==> config.mk <==
export PLATFORM = sky130hd
export DESIGN_NAME = vga_sync_gen
export DESIGN_NICKNAME = d
export VERILOG_FILES = /design/src/rtl/vga_pkg.sv /design/src/rtl/sync_delay_line.sv /design/src/rtl/vga_sync_gen.sv
export SDC_FILE = /design/constraint.sdc
export NUM_CORES = 1
export LEC_CHECK = 0
export CAP_MARGIN = 20
export CORE_MARGIN = 4
export CORE_UTILIZATION = 45
export DETAILED_ROUTE_END_ITERATION = 6
export PLACE_DENSITY_LB_ADDON = 0.08
export SYNTH_ARGS = -nofsm -noshare
export SYNTH_HDL_FRONTEND = slang
export SYNTH_SLANG_ARGS = --single-unit
export TNS_END_PERCENT = 5
==> constraint.sdc <==
create_clock -name clk -period 3.25 [get_ports clk]
set_input_delay 0.65 -clock clk [delete_from_list [all_inputs] [get_ports clk]]
set_output_delay 0.65 -clock clk [all_outputs]
set_load 0.02 [all_outputs]
==> src/rtl/vga_pkg.sv <==
// -----------------------------------------------------------------------------
// vga_pkg
// Purpose : Shared 640x480@60 timing constants, the coordinate type used by the
//           sync generator and the sprite/number generators, and the decode
//           of a counter position into visible/hsync/vsync.
// Contents: H_*/V_* timing integers, coord_t, coord_t-typed boundary
//           constants, sync_sig_t bundle, SYNC_IDLE reset value,
//           sync_decode() helper.
// -----------------------------------------------------------------------------
package vga_pkg;

   // 10 bits covers both 0..799 and 0..524.
   typedef logic [9:0] coord_t;

   // Horizontal timing, in pixel ticks.
   localparam int H_ACTIVE = 640;
   localparam int H_FP     = 16;
   localparam int H_SYNC   = 96;
   localparam int H_BP     = 48;
   localparam int H_TOTAL  = H_ACTIVE + H_FP + H_SYNC + H_BP;

   // Vertical timing, in lines.
   localparam int V_ACTIVE = 480;
   localparam int V_FP     = 10;
   localparam int V_SYNC   = 2;
   localparam int V_BP     = 33;
   localparam int V_TOTAL  = V_ACTIVE + V_FP + V_SYNC + V_BP;

   // Boundaries in the counter's own width so comparisons stay 10 bits wide.
   localparam coord_t H_ACTIVE_C     = coord_t'(H_ACTIVE);
   localparam coord_t H_SYNC_START_C = coord_t'(H_ACTIVE + H_FP);
   localparam coord_t H_SYNC_END_C   = coord_t'(H_ACTIVE + H_FP + H_SYNC);
   localparam coord_t H_LAST_C       = coord_t'(H_TOTAL - 1);

   localparam coord_t V_ACTIVE_C     = coord_t'(V_ACTIVE);
   localparam coord_t V_SYNC_START_C = coord_t'(V_ACTIVE + V_FP);
   localparam coord_t V_SYNC_END_C   = coord_t'(V_ACTIVE + V_FP + V_SYNC);
   localparam coord_t V_LAST_C       = coord_t'(V_TOTAL - 1);

   // The three position-derived signals travel together through the delay line.
   typedef struct packed {
      logic visible;
      logic hsync;   // active low
      logic vsync;   // active low
   } sync_sig_t;

   // Blanked, syncs deasserted: the value seen out of reset.
   localparam sync_sig_t SYNC_IDLE = '{visible: 1'b0, hsync: 1'b1, vsync: 1'b1};

   // Decode one counter position into its blanking/sync levels.
   function automatic sync_sig_t sync_decode(input coord_t col, input coord_t row);
      sync_sig_t s;
      s.visible = (col < H_ACTIVE_C) && (row < V_ACTIVE_C);
      s.hsync   = !((col >= H_SYNC_START_C) && (col < H_SYNC_END_C));
      s.vsync   = !((row >= V_SYNC_START_C) && (row < V_SYNC_END_C));
      return s;
   endfunction

endpackage : vga_pkg

==> src/rtl/sync_delay_line.sv <==
// -----------------------------------------------------------------------------
// sync_delay_line
// Purpose : Enable-gated shift register of DEPTH stages, WIDTH bits each.
//           Every stage loads RESET_VAL on reset. DEPTH=0 is a plain wire.
// Ports   : clk       - system clock, rising edge
//           reset     - asynchronous, active high
//           i_en      - advance all stages by one (pixel tick)
//           i_data    - value entering stage 0
//           o_data    - value leaving the last stage (i_data when DEPTH=0)
// -----------------------------------------------------------------------------
module sync_delay_line #(
   parameter int                DEPTH     = 0,
   parameter int                WIDTH     = 1,
   parameter logic [WIDTH-1:0]  RESET_VAL = '0
) (
   input  logic             clk,
   input  logic             reset,
   input  logic             i_en,
   input  logic [WIDTH-1:0] i_data,
   output logic [WIDTH-1:0] o_data
);

   generate
      if (DEPTH == 0) begin : g_bypass
         assign o_data = i_data;

         // Clock, reset and enable have no load in the zero-depth build.
         logic w_unused;
         assign w_unused = &{1'b0, clk, reset, i_en};
      end else begin : g_shift
         logic [WIDTH-1:0] r_stage [DEPTH];

         // NOTE: every stage is reset here, unlike a RAM, because downstream
         // logic must see the idle value for the first DEPTH ticks after reset.
         // NOTE: non-blocking assignments let every stage sample the previous
         // stage's old value, which is what makes this a shift and not a copy.
         always_ff @(posedge clk or posedge reset) begin
            if (reset) begin
               for (int i = 0; i < DEPTH; i++) begin
                  r_stage[i] <= RESET_VAL;
               end
            end else if (i_en) begin
               r_stage[0] <= i_data;
               for (int i = 1; i < DEPTH; i++) begin
                  r_stage[i] <= r_stage[i-1];
               end
            end
         end

         assign o_data = r_stage[DEPTH-1];
      end
   endgenerate

endmodule : sync_delay_line

==> src/rtl/vga_sync_gen.sv <==
// -----------------------------------------------------------------------------
// vga_sync_gen
// Purpose : 640x480 VGA timing generator. A clock divider produces a pixel
//           strobe; column/row counters advance on it; visible/hsync/vsync are
//           decoded from the counters and optionally delayed by SYNC_DLY ticks
//           to line up with a pipelined pixel path. col/row are never delayed.
// Params  : CLK_DIV  - system clocks per pixel (1..8)
//           SYNC_DLY - pixel ticks of delay on visible/hsync/vsync (0..3)
// Ports   : clk         - system clock, rising edge
//           reset       - asynchronous, active high
//           pix_tick    - one-clk pixel-advance strobe (always high if CLK_DIV=1)
//           col, row    - counters 0..799 / 0..524
//           visible     - inside the 640x480 active area
//           hsync/vsync - active-low sync
//           line_start  - one clk, first clk with col==0
//           frame_start - one clk, first clk with col==0 and row==0
// -----------------------------------------------------------------------------
module vga_sync_gen
   import vga_pkg::*;
#(
   parameter int CLK_DIV  = 2,
   parameter int SYNC_DLY = 0
) (
   input  logic   clk,
   input  logic   reset,
   output logic   pix_tick,
   output coord_t col,
   output coord_t row,
   output logic   visible,
   output logic   hsync,
   output logic   vsync,
   output logic   line_start,
   output logic   frame_start
);

   // ------------------------------------------------------------------
   // Pixel clock divider
   // ------------------------------------------------------------------
   localparam int               DIV_W    = (CLK_DIV > 1) ? $clog2(CLK_DIV) : 1;
   localparam logic [DIV_W-1:0] DIV_LAST = DIV_W'(CLK_DIV - 1);

   logic [DIV_W-1:0] r_div;
   logic [DIV_W-1:0] w_div_next;
   logic             r_pix_tick;

   // NOTE: each always_comb output gets a default before any branch so no
   // path leaves it unassigned; a missed branch would otherwise infer a latch.
   always_comb begin
      w_div_next = r_div + 1'b1;
      if (r_div == DIV_LAST) begin
         w_div_next = '0;
      end
   end

   // The strobe is registered from the next count, so it is high exactly in
   // the cycle where r_div == CLK_DIV-1. With CLK_DIV=1 the count is pinned
   // at 0 and the strobe stays high from the first clock after reset.
   always_ff @(posedge clk or posedge reset) begin
      if (reset) begin
         r_div      <= '0;
         r_pix_tick <= 1'b0;
      end else begin
         r_div      <= w_div_next;
         r_pix_tick <= (w_div_next == DIV_LAST);
      end
   end

   // ------------------------------------------------------------------
   // Column / row counters
   // ------------------------------------------------------------------
   coord_t    r_col;
   coord_t    r_row;
   coord_t    w_col_next;
   coord_t    w_row_next;
   sync_sig_t r_sync;
   sync_sig_t w_sync_next;
   logic      r_line_start;
   logic      r_frame_start;

   always_comb begin
      w_col_next = r_col;
      w_row_next = r_row;
      if (r_pix_tick) begin
         if (r_col == H_LAST_C) begin
            w_col_next = '0;
            w_row_next = (r_row == V_LAST_C) ? '0 : r_row + 1'b1;
         end else begin
            w_col_next = r_col + 1'b1;
         end
      end
   end

   // Decoding the next position and registering it keeps visible/hsync/vsync
   // cycle-aligned with col/row instead of one clock behind them.
   always_comb begin
      w_sync_next = sync_decode(w_col_next, w_row_next);
   end

   // Reset parks the counters on the last position of the frame so the first
   // tick wraps to (0,0) and raises frame_start like any later frame.
   always_ff @(posedge clk or posedge reset) begin
      if (reset) begin
         r_col         <= H_LAST_C;
         r_row         <= V_LAST_C;
         r_sync        <= SYNC_IDLE;
         r_line_start  <= 1'b0;
         r_frame_start <= 1'b0;
      end else begin
         r_col         <= w_col_next;
         r_row         <= w_row_next;
         if (r_pix_tick) begin
            r_sync <= w_sync_next;
         end
         // Pulses last one clk even when ticks are further apart.
         r_line_start  <= r_pix_tick && (w_col_next == '0);
         r_frame_start <= r_pix_tick && (w_col_next == '0) && (w_row_next == '0);
      end
   end

   // ------------------------------------------------------------------
   // Optional alignment delay on the decoded sync bundle
   // ------------------------------------------------------------------
   sync_sig_t w_sync_out;

   sync_delay_line #(
      .DEPTH     (SYNC_DLY),
      .WIDTH     ($bits(sync_sig_t)),
      .RESET_VAL (SYNC_IDLE)
   ) u_sync_delay (
      .clk    (clk),
      .reset  (reset),
      .i_en   (r_pix_tick),
      .i_data (r_sync),
      .o_data (w_sync_out)
   );

   // ------------------------------------------------------------------
   // Outputs
   // ------------------------------------------------------------------
   assign pix_tick    = r_pix_tick;
   assign col         = r_col;
   assign row         = r_row;
   assign visible     = w_sync_out.visible;
   assign hsync       = w_sync_out.hsync;
   assign vsync       = w_sync_out.vsync;
   assign line_start  = r_line_start;
   assign frame_start = r_frame_start;

endmodule : vga_sync_gen

==> key figures, run 1 <==
STA
  • Smallest hold slack: 0.501 ns
  • Final worst path period need: 2.73 ns
  • Tightest Pin Transition: 0.562 ns
  • RSZ-0062 raised after global routing: no
  • Setup ws final: between 0.5 and 0.6 ns
  • Setup TNS: 0 ns
  • Max_slew headroom: about 62%
  • Setup-failing EPs final: 0
  • Clock skew: between 0.0015 and 0.002 ns
  • Period utilization: between 80 and 90%
  • Max-slew violation count: 0
  • Fmax achieved: between 300 and 400 MHz
  • Hold Fails Final Rpt: 0

Global route
  • Grt ovf: 0
  • Largest net degree at the start of global routing: 26
  • First-pass GRT wire length: between 6000 and 7000 um
  • Initial antenna violation count: 0
  • Vias in the first global route: around 1500
  • GRT Total Usage: a little under a fifth

Cells and area
  • Multi-input logic area: just under 900 um2
  • NumNets Final: about 220
  • Area Overhead vs Synth: 24.4%
  • Share of cells above drive strength 1: 14.4%
  • Filler cells: ~300
  • Finished Layout Cells: ~260
  • Ant diodes: 0
  • Seq. cell area: 666 um2

Critical path
  • CP Launch Type: register
  • Crit path capture type: register
  • CP Data Arrival Time: between 2 and 3 ns
  • CP required: 3.44 ns
  • CP Max Fanout: 14
  • WS Path Type: register to register

CTS
  • Post_cts resized: 0
  • CTS tree: yes
  • H-tree depth: 1
  • CTS max path bufs: 2
  • Post-CTS Hold Buffers: 0
  • Clk sink count: 26
  • Post-CTS Setup Inserts: 0
  • Clock root buffer: clkbuf_8
  • CTS Buf Count: 3
  • Clock slew at reported path FFs: around 0.09 ns
  • Skew-Pair Late Insertion Delay: 0.27 ns

Detailed routing
  • Vias after detailed routing: 1470
  • Vias per std cell: 5.76
  • Routed wire length: roughly 4000 um
  • Final ANT Viol Nets: 0
  • Pre-antenna DRT Iters: 4
  • DRT iter0 DRCs: 153
  • # DRC: 0
  • Routed WL per cell: 15.8 um

Yosys
  • Register area share after synthesis: ~40%
  • Post-Syn Nets: around 190
  • Top-count cell post-synth: nor2_1
  • Synth area leaders: dfrtp_1, dfstp_2, xnor2_1, nor2_1, inv_1
  • Asr flop ratio synth: 100%
  • Flops & latches, synth: 26
  • Synth Area per Inst: around 9.0 um2
  • Yosys cell types: between 40 and 50
  • Syn Inst Count: 183
  • Main synth FF type: dfrtp_1
  • Post-Syn Area: between 1500 and 2000 um2
  • Top cells by count, synth: nor2_1, dfrtp_1, inv_1, nand2_1, dfstp_2
  • EDFF count, synth: 0
  • Yosys warns: 0
  • Post-synth top area cell: dfrtp_1
  • Top-area cell type share of the netlist area: a little over a fifth

Placement
  • Placed insts: 250
  • I/O Buffers: 27
  • RD Place Congestion: 0.902
  • Dpl hpwl: between 2000 and 3000 um
  • Dpl ws: around 0.58 ns

Floorplanning
  • Initial core utilization: between 40% and 50%
  • Core Rows: 21
  • Die Ht: approximately 69 um
  • CORE AREA: ~3400 um2
  • DIE WIDTH: 68.5 um
  • Ports: 28
  • Die Footprint: ~4700 um2

Power
  • Pwr Density: ~290 nW/um2
  • VDD IR-drop max: about 0.19 mV
  • P_leak: slightly above 0.8 nW

Worst hold path
  • Worst min path class: register to register

Status
  • Status: completed

Flow run
  • Max-cap violations: 0
## through the flow
stage                     utilization (%)  area, um2  total power, W
final                                59.6       2050        0.000603
after global routing                 59.6       2050        0.000627
after CTS                            58.8       2020        0.000608
after detailed placement             56.7       1950        0.000339
after global placement               56.7       1950        0.000338
after floorplan                         -       1650        0.000334
## power breakdown
group / leakage [nW] / internal [W] / switching (W) / total [W]
Sequential: 0.311 / 0.000324 / 0 / 0.000324
Clock: 0.0357 / 0.000165 / 0.000102 / 0.000267
Combinational: 0.467 / 0.00000519 / 0.00000719 / 0.0000124
## layout make-up
class / instances / share of cell area (%)
Tap cell: 46 / 2.80
Clock buffer: 3 / 2.01
Inverter: 14 / 2.56
Sequential cell: 26 / 32.4
Clock inverter: 1 / 1.46
Timing Repair Buffer: 31 / 15.6
Multi-Input combinational cell: 134 / 43.1
## placed cells by master, fill, tap and decap left out, types with 2 or more instances in the layout
| cell | count |
|---|---|
| o2bb2ai_1 | 2 |
| dfrtp_1 | 14 |
| nor3_2 | 2 |
| nor4_1 | 4 |
| nand3_1 | 9 |
| nand4_1 | 4 |
| nor3_1 | 8 |
| xor2_1 | 5 |
| o32ai_1 | 2 |
| mux2i_1 | 2 |
| a21oi_1 | 5 |
| o21ai_0 | 8 |
| o21ai_1 | 2 |
| a311oi_1 | 2 |
| nand2b_1 | 4 |
| nand4b_1 | 2 |
| or2_2 | 2 |
| dfstp_2 | 12 |
| nand2_1 | 14 |
| nor2_1 | 16 |
| clkdlybuf4s50_1 | 27 |
| ha_1 | 3 |
| xnor2_1 | 8 |
| a31oi_1 | 4 |
| buf_4 | 3 |
| a21o_1 | 2 |
| or3_1 | 5 |
| clkbuf_8 | 3 |
| inv_1 | 14 |
## metal layers
layer	share of wire, %	track usage (%)	vias up
li1	-	-	705
met1	44	24.5	721
met5	0	0	-
met3	4.0	3.24	6
met2	51	33.0	38
met4	1.2	5.46	0
## flip-flops by register name, indices dropped and copies added (netlist names)
register and cells:
pix_tick 1, line_start 1, col 10, frame_start 1, row 10, r_sync 3
## cell families after synthesis
kind of cell    synth area share, %
compound gates                 14.9
xor+xnor                       6.90
fa+ha+maj                      2.28
buf+inv                        5.99
flops                          40.4
mux                            1.21
simple gates                   28.4
## critical path, stage by stage (launching register included)
cell and delay (ns):
dfstp_2 0.60, ha_1 0.22, nand4_1 0.23, or3_1 0.68, nor4_1 0.36, a311oi_1 0.11
nor4_1 0.32, a31oi_1 0.13
## worst paths after layout
| kind | start | end | slack, ns | depth (start not counted) |
|---|---|---|---|---|
| max in group asynchronous | reset | r_sync[0] | 2.13 | 3 |
| min | r_sync[2] | r_sync[2] | 0.50 | 1 |
| min reg2reg | r_sync[2] | r_sync[2] | 0.50 | 1 |
| max reg2reg | col[0] | r_sync[0] | 0.52 | 7 |
| max | col[0] | r_sync[0] | 0.52 | 7 |
| min in group asynchronous | reset | col[5] | 0.63 | 2 |
Power figures use the tool's default switching activity.
==> run 2: changes to the inputs <==
clock period = 2.2 ns   (was 3.25 ns; I/O delays follow)
==> run 2 against run 1 <==
The flow now finishes with violations (setup timing). Clock power is 16% higher. Sequential share of layout area is 5.7 points lower. Power is 33% higher. Highest routed layer unchanged.
==> key figures, run 2 (synthesis gave the netlist of run 1 again) <==
Global route
  • Grt ovf: 0
  • Initial antenna violation count: 0
  • Vias in the first global route: between 1500 and 2000
  • First-pass GRT wire length: about 7300 um
  • Largest net degree at the start of global routing: 27
  • GRT Total Usage: between 20 and 25%

STA
  • Hold Fails Final Rpt: 0
  • Setup ws final: -0.186 ns
  • Tightest Pin Transition: 0.409 ns
  • Max_slew headroom: a little under three quarters
  • Fmax achieved: 419 MHz
  • Clock skew: roughly 0.0013 ns
  • RSZ-0062 raised after global routing: yes
  • Setup-failing EPs final: 6
  • Max-slew violation count: 0
  • Final worst path period need: between 2 and 2.5 ns
  • Period utilization: 108%

CTS
  • Skew-Pair Late Insertion Delay: 0.27 ns
  • CTS tree: yes
  • Clk sink count: 26
  • H-tree depth: 1
  • CTS Buf Count: 3
  • Post-CTS Hold Buffers: 0
  • CTS max path bufs: 2
  • Clock slew at reported path FFs: approximately 0.09 ns
  • Clock root buffer: clkbuf_8

Detailed routing
  • Vias after detailed routing: approximately 1600
  • Pre-antenna DRT Iters: 4
  • # DRC: 0
  • Final ANT Viol Nets: 0
  • Routed wire length: 4470 um
  • DRT iter0 DRCs: 120
  • Vias per std cell: 5.58
  • Routed WL per cell: around 15 um

Critical path
  • CP Data Arrival Time: 2.54 ns
  • R2R depth: 6
  • Max stage delay on crit path: ~0.54 ns
  • Reg2reg setup slack: -0.19 ns
  • Crit-path cells: or4b_4, or3_4, nor4_1, a311oi_2, o21ai_0, o2bb2ai_1
  • Crit path capture type: register
  • CP Max Fanout: 7
  • WS Path Type: register to register
  • CP required: 2.36 ns
  • CP Launch Type: register
  • Critical path's slowest cell: dfstp_2

Cells and area
  • Post-layout util: between 70 and 80%
  • NumNets Final: about 260
  • Ant diodes: 0
  • Seq. cell area: around 670 um2
  • Most common cell after layout, fill and taps aside: buf_4
  • Commonest non-fill, non-tap cells in the layout: buf_4, clkdlybuf4s50_1, nor2_1
  • Multi-input logic area: approximately 1000 um2
  • Filler cells: roughly 280
  • Finished Layout Cells: 295
  • Final Cell Area: about 2500 um2
  • Share of cells above drive strength 1: a little over a third
  • Area Overhead vs Synth: 50.9%

Placement
  • Placed Area: about 2200 um2
  • RD Place Congestion: 0.935
  • Dpl hpwl: 3240 um
  • I/O Buffers: 27
  • Placed insts: approximately 280

Power
  • Pwr Density: roughly 320 nW/um2
  • P_leak: between 1 and 1.5 nW
  • Design Power: approximately 0.0008 W
  • VDD IR-drop max: approximately 0.26 mV

Status
  • Status: complete, but fails checks
  • Failing checks: setup timing

Floorplanning
  • Die Ht: 68.5 um
  • DIE WIDTH: 68.5 um
  • Initial core utilization: about 48%
  • Die Footprint: about 4700 um2
  • Ports: 28
  • CORE AREA: 3440 um2
  • Core Rows: 21

Worst hold path
  • Worst min path class: register to register
  • Hold path depth: 2

Flow run
  • Max-cap violations: 0
==> run 2: report_power, final <==
part	internal [W]	switching [W]	leakage, nW	total, W
Sequential	0.000479	0	0.311	0.000479
Combinational	0.00000284	0.00000928	0.729	0.0000121
Clock	0.000160	0.000149	0.0288	0.000309
Total	0.000642	0.000158	1.07	0.000800
==> run 2: worst max-delay path: cells and delay by family (launching register included) <==
family | cells | cell delay, ns
and+or+nand+nor | 3 | 1.30
DFF | 1 | 0.54
AOI/OAI and AO/OA | 3 | 0.44
==> run 2: per-stage QoR <==
stage / hold WS, ns / setup WS [ns] / setup TNS, ns
2_1_floorplan: 0.471 / -0.125 / -0.260
6_report: 0.493 / -0.186 / -0.636
3_5_place_dp: 0.478 / -0.214 / -0.664
3_3_place_gp: 0.476 / -0.128 / -0.310
4_1_cts: 0.494 / -0.115 / -0.303
5_1_grt: 0.540 / -0.258 / -1.05
==> run 2: timing repair <==
item | CTS | global route
gates resized for setup | 3 | 27
buffers inserted | 0 | 7
pin swaps | 1 | 14
endpoints found under the setup margin | 6 | 8
==> run 2: layer usage <==
metal,routed length (um),global-route usage [%],part of all wire [%],up-vias
li1,-,-,-,785
met1,1920,25.4,43,812
met2,2360,36.2,53,40
met3,121,2.92,2.7,9
met4,68,6.45,1.5,0
met5,0,0,0,-
==> run 2: worst paths after layout <==
kind                       startpoint        end
max                            col[9]  r_sync[2]
min                         r_sync[1]  r_sync[1]
max reg2reg                    col[9]  r_sync[2]
min reg2reg                 r_sync[1]  r_sync[1]
max in group asynchronous       reset     row[3]
min in group asynchronous       reset     row[1]
==> run 2: cell type report <==
cell class | count | area share, %
multi-input combinational | 134 | 42.0
tap | 46 | 2.31
timing repair buffer | 71 | 24.6
sequential | 26 | 26.7
inverter | 14 | 2.11
clock buffer | 4 | 2.21
==> run 3: changes to the inputs <==
RECOVER_POWER = 25   (was default)
SYNTH_HIERARCHICAL = 1   (was default)
==> run 3 against run 2 <==
The run still ends with setup timing left. Via count is 5.1% lower. Power is 2.5% lower. Synthesized cell count is 5.5% lower. Critical path type unchanged. Critical endpoint is now r_sync[0]. Largest power group unchanged.
==> key figures, run 3 <==
CTS
  • Post-CTS Hold Buffers: 0
  • H-tree depth: 1
  • CTS max path bufs: 2
  • Skew-Pair Late Insertion Delay: between 0.2 and 0.3 ns
  • CTS Buf Count: 3
  • Clock root buffer: clkbuf_8
  • CTS tree: yes
  • Clk sink count: 26
  • Clock slew at reported path FFs: around 0.09 ns

Placement
  • Placed insts: approximately 280
  • Dpl hpwl: roughly 3400 um
  • I/O Buffers: 27
  • RD Place Congestion: a little over 0.9

Critical path
  • R2R depth: 7
  • Reg-to-reg startpoint: col[9]
  • Reg2reg setup slack: -0.30 ns
  • CP Launch Type: register
  • Crit path capture: r_sync[0]
  • CP Data Arrival Time: about 2.7 ns
  • WS Path Type: register to register
  • CP required: between 2 and 2.5 ns
  • Crit path from: col[9]
  • Reg2reg end: r_sync[0]
  • Crit path capture type: register
  • CP Max Fanout: 6

Detailed routing
  • Vias per std cell: around 5.4
  • Routed wire length: about 4500 um
  • Routed WL per cell: 15.8 um
  • DRT iter0 DRCs: 86
  • # DRC: 0
  • Pre-antenna DRT Iters: 4
  • Final ANT Viol Nets: 0
  • Vias after detailed routing: about 1600

Worst hold path
  • Worst min path class: register to register
  • Hold path depth: 2
  • Min-delay src: r_sync[1]

Yosys
  • Synth area leaders: dfrtp_1, dfstp_2, nand4_1, o21ai_0, nand2_1
  • Post-Syn Nets: roughly 180
  • Post-Syn Area: about 1700 um2
  • Yosys cell types: 53
  • Asr flop ratio synth: 100%
  • Top cells by count, synth: dfrtp_1, nand2_1, dfstp_2, o21ai_0, nand4_1
  • Top-area cell type share of the netlist area: 21.1%
  • Yosys warns: 6
  • Register area share after synthesis: 40.2%
  • Post-synth top area cell: dfrtp_1
  • Syn Inst Count: about 170
  • Flops & latches, synth: 26
  • EDFF count, synth: 0
  • Synth Area per Inst: 9.58 um2
  • Main synth FF type: dfrtp_1

Floorplanning
  • DIE WIDTH: a little under 70 um
  • Die Ht: between 60 and 70 um
  • Initial core utilization: 48.1%
  • CORE AREA: between 3000 and 4000 um2
  • Core Rows: 21
  • Die Footprint: approximately 4700 um2
  • Ports: 28

Power
  • Pwr Density: about 330 nW/um2
  • P_leak: 1.02 nW
  • VDD IR-drop max: approximately 0.22 mV
  • Design Power: just under 0.0008 W

Cells and area
  • Commonest non-fill, non-tap cells in the layout: buf_4, clkdlybuf4s50_1, nand2_1, dfrtp_1
  • Share of cells above drive strength 1: a little over a third
  • Seq. cell area: 666 um2
  • Area Overhead vs Synth: 43.1%
  • Most common cell after layout, fill and taps aside: buf_4
  • Ant diodes: 0
  • Filler cells: slightly below 300
  • Multi-input logic area: around 920 um2
  • Finished Layout Cells: roughly 290
  • NumNets Final: about 250

Flow run
  • Max-cap violations: 0

Status
  • Status: complete, but fails checks
  • Failing checks: setup timing

Global route
  • Largest net degree at the start of global routing: 27
  • Grt ovf: 0
  • GRT Total Usage: 21.0%
  • First-pass GRT wire length: 7320 um
  • Vias in the first global route: between 1500 and 2000
  • Initial antenna violation count: 0

STA
  • Fmax achieved: ~400 MHz
  • Max-slew violation count: 0
  • Setup-failing EPs final: 8
  • Tightest Pin Transition: between 1 and 1.5 ns
  • Period utilization: 113%
  • Max_slew headroom: just over 6%
  • RSZ-0062 raised after global routing: yes
  • Clock skew: between 0.0015 and 0.002 ns
  • Setup ws final: -0.295 ns
  • Final worst path period need: 2.50 ns
  • Setup TNS: -1.39 ns
  • Hold Fails Final Rpt: 0
run 3: final cells by class:
type,instances,share of cell area (%)
Multi-Input combinational cell,127,38.9
Sequential cell,26,28.1
Timing Repair Buffer,76,27.4
Tap cell,46,2.43
Clock buffer,4,1.90
Inverter,8,1.27
run 3: timing repair:
| action | in CTS | in global routing |
|---|---|---|
| hold endpoints to repair | 0 | 0 |
| endpoints found under the setup margin | 7 | 8 |
| gates resized for setup | 9 | 7 |
| buffers inserted | 3 | 2 |
| pin swaps | 4 | 9 |
| cloned | 0 | 0 |
run 3: cell families after synthesis:
group | after synthesis | share of synthesized area [%]
simple gates | 79 | 29.4
compound gates | 33 | 12.8
flops | 26 | 40.2
buf+inv | 20 | 7.70
xor+xnor | 10 | 6.42
fa+ha+maj | 3 | 2.27
mux | 2 | 1.28
run 3: how the worst min path moves through the flow:
stage                     end  slack, ns
floorplan           r_sync[2]       0.46
global placement    r_sync[2]       0.49
detailed placement  r_sync[2]       0.51
CTS                    col[7]       0.52
global route        r_sync[2]       0.53
finish              r_sync[1]       0.52
run 3: where the power goes:
group	switching [W]	leakage, nW	internal (W)
combinational	0.00000939	0.689	0.00000163
sequential	0	0.311	0.000479
clock	0.000160	0.0228	0.000130
total	0.000169	1.02	0.000610
run 3: per-stage QoR:
step	cell area (um2)	hold slack [ns]	utilization, %	setup WS, ns
2_1_floorplan	1660	0.464	-	-0.437
3_3_place_gp	2220	0.490	64.4	-0.228
3_5_place_dp	2220	0.507	64.4	-0.311
4_1_cts	2320	0.520	67.5	-0.279
5_1_grt	2370	0.533	68.8	-0.393
6_report	2370	0.523	68.8	-0.295
run 3: per-layer routing:
| layer | up-vias | share of wire (%) | track usage, % |
|---|---|---|---|
| met5 | - | 0 | 0 |
| li1 | 761 | - | - |
| met2 | 35 | 52 | 36.2 |
| met3 | 4 | 2.9 | 2.92 |
| met4 | 0 | 0.88 | 7.20 |
| met1 | 762 | 44 | 26.8 |
run 3: critical path, stage by stage, from the launching register on:
cell and delay (ns):
dfstp_2 0.54, or4b_4 0.47, or4_4 0.64, nor2_4 0.14
or3_4 0.14, inv_2 0.03, a31o_1 0.19, o32a_1 0.28
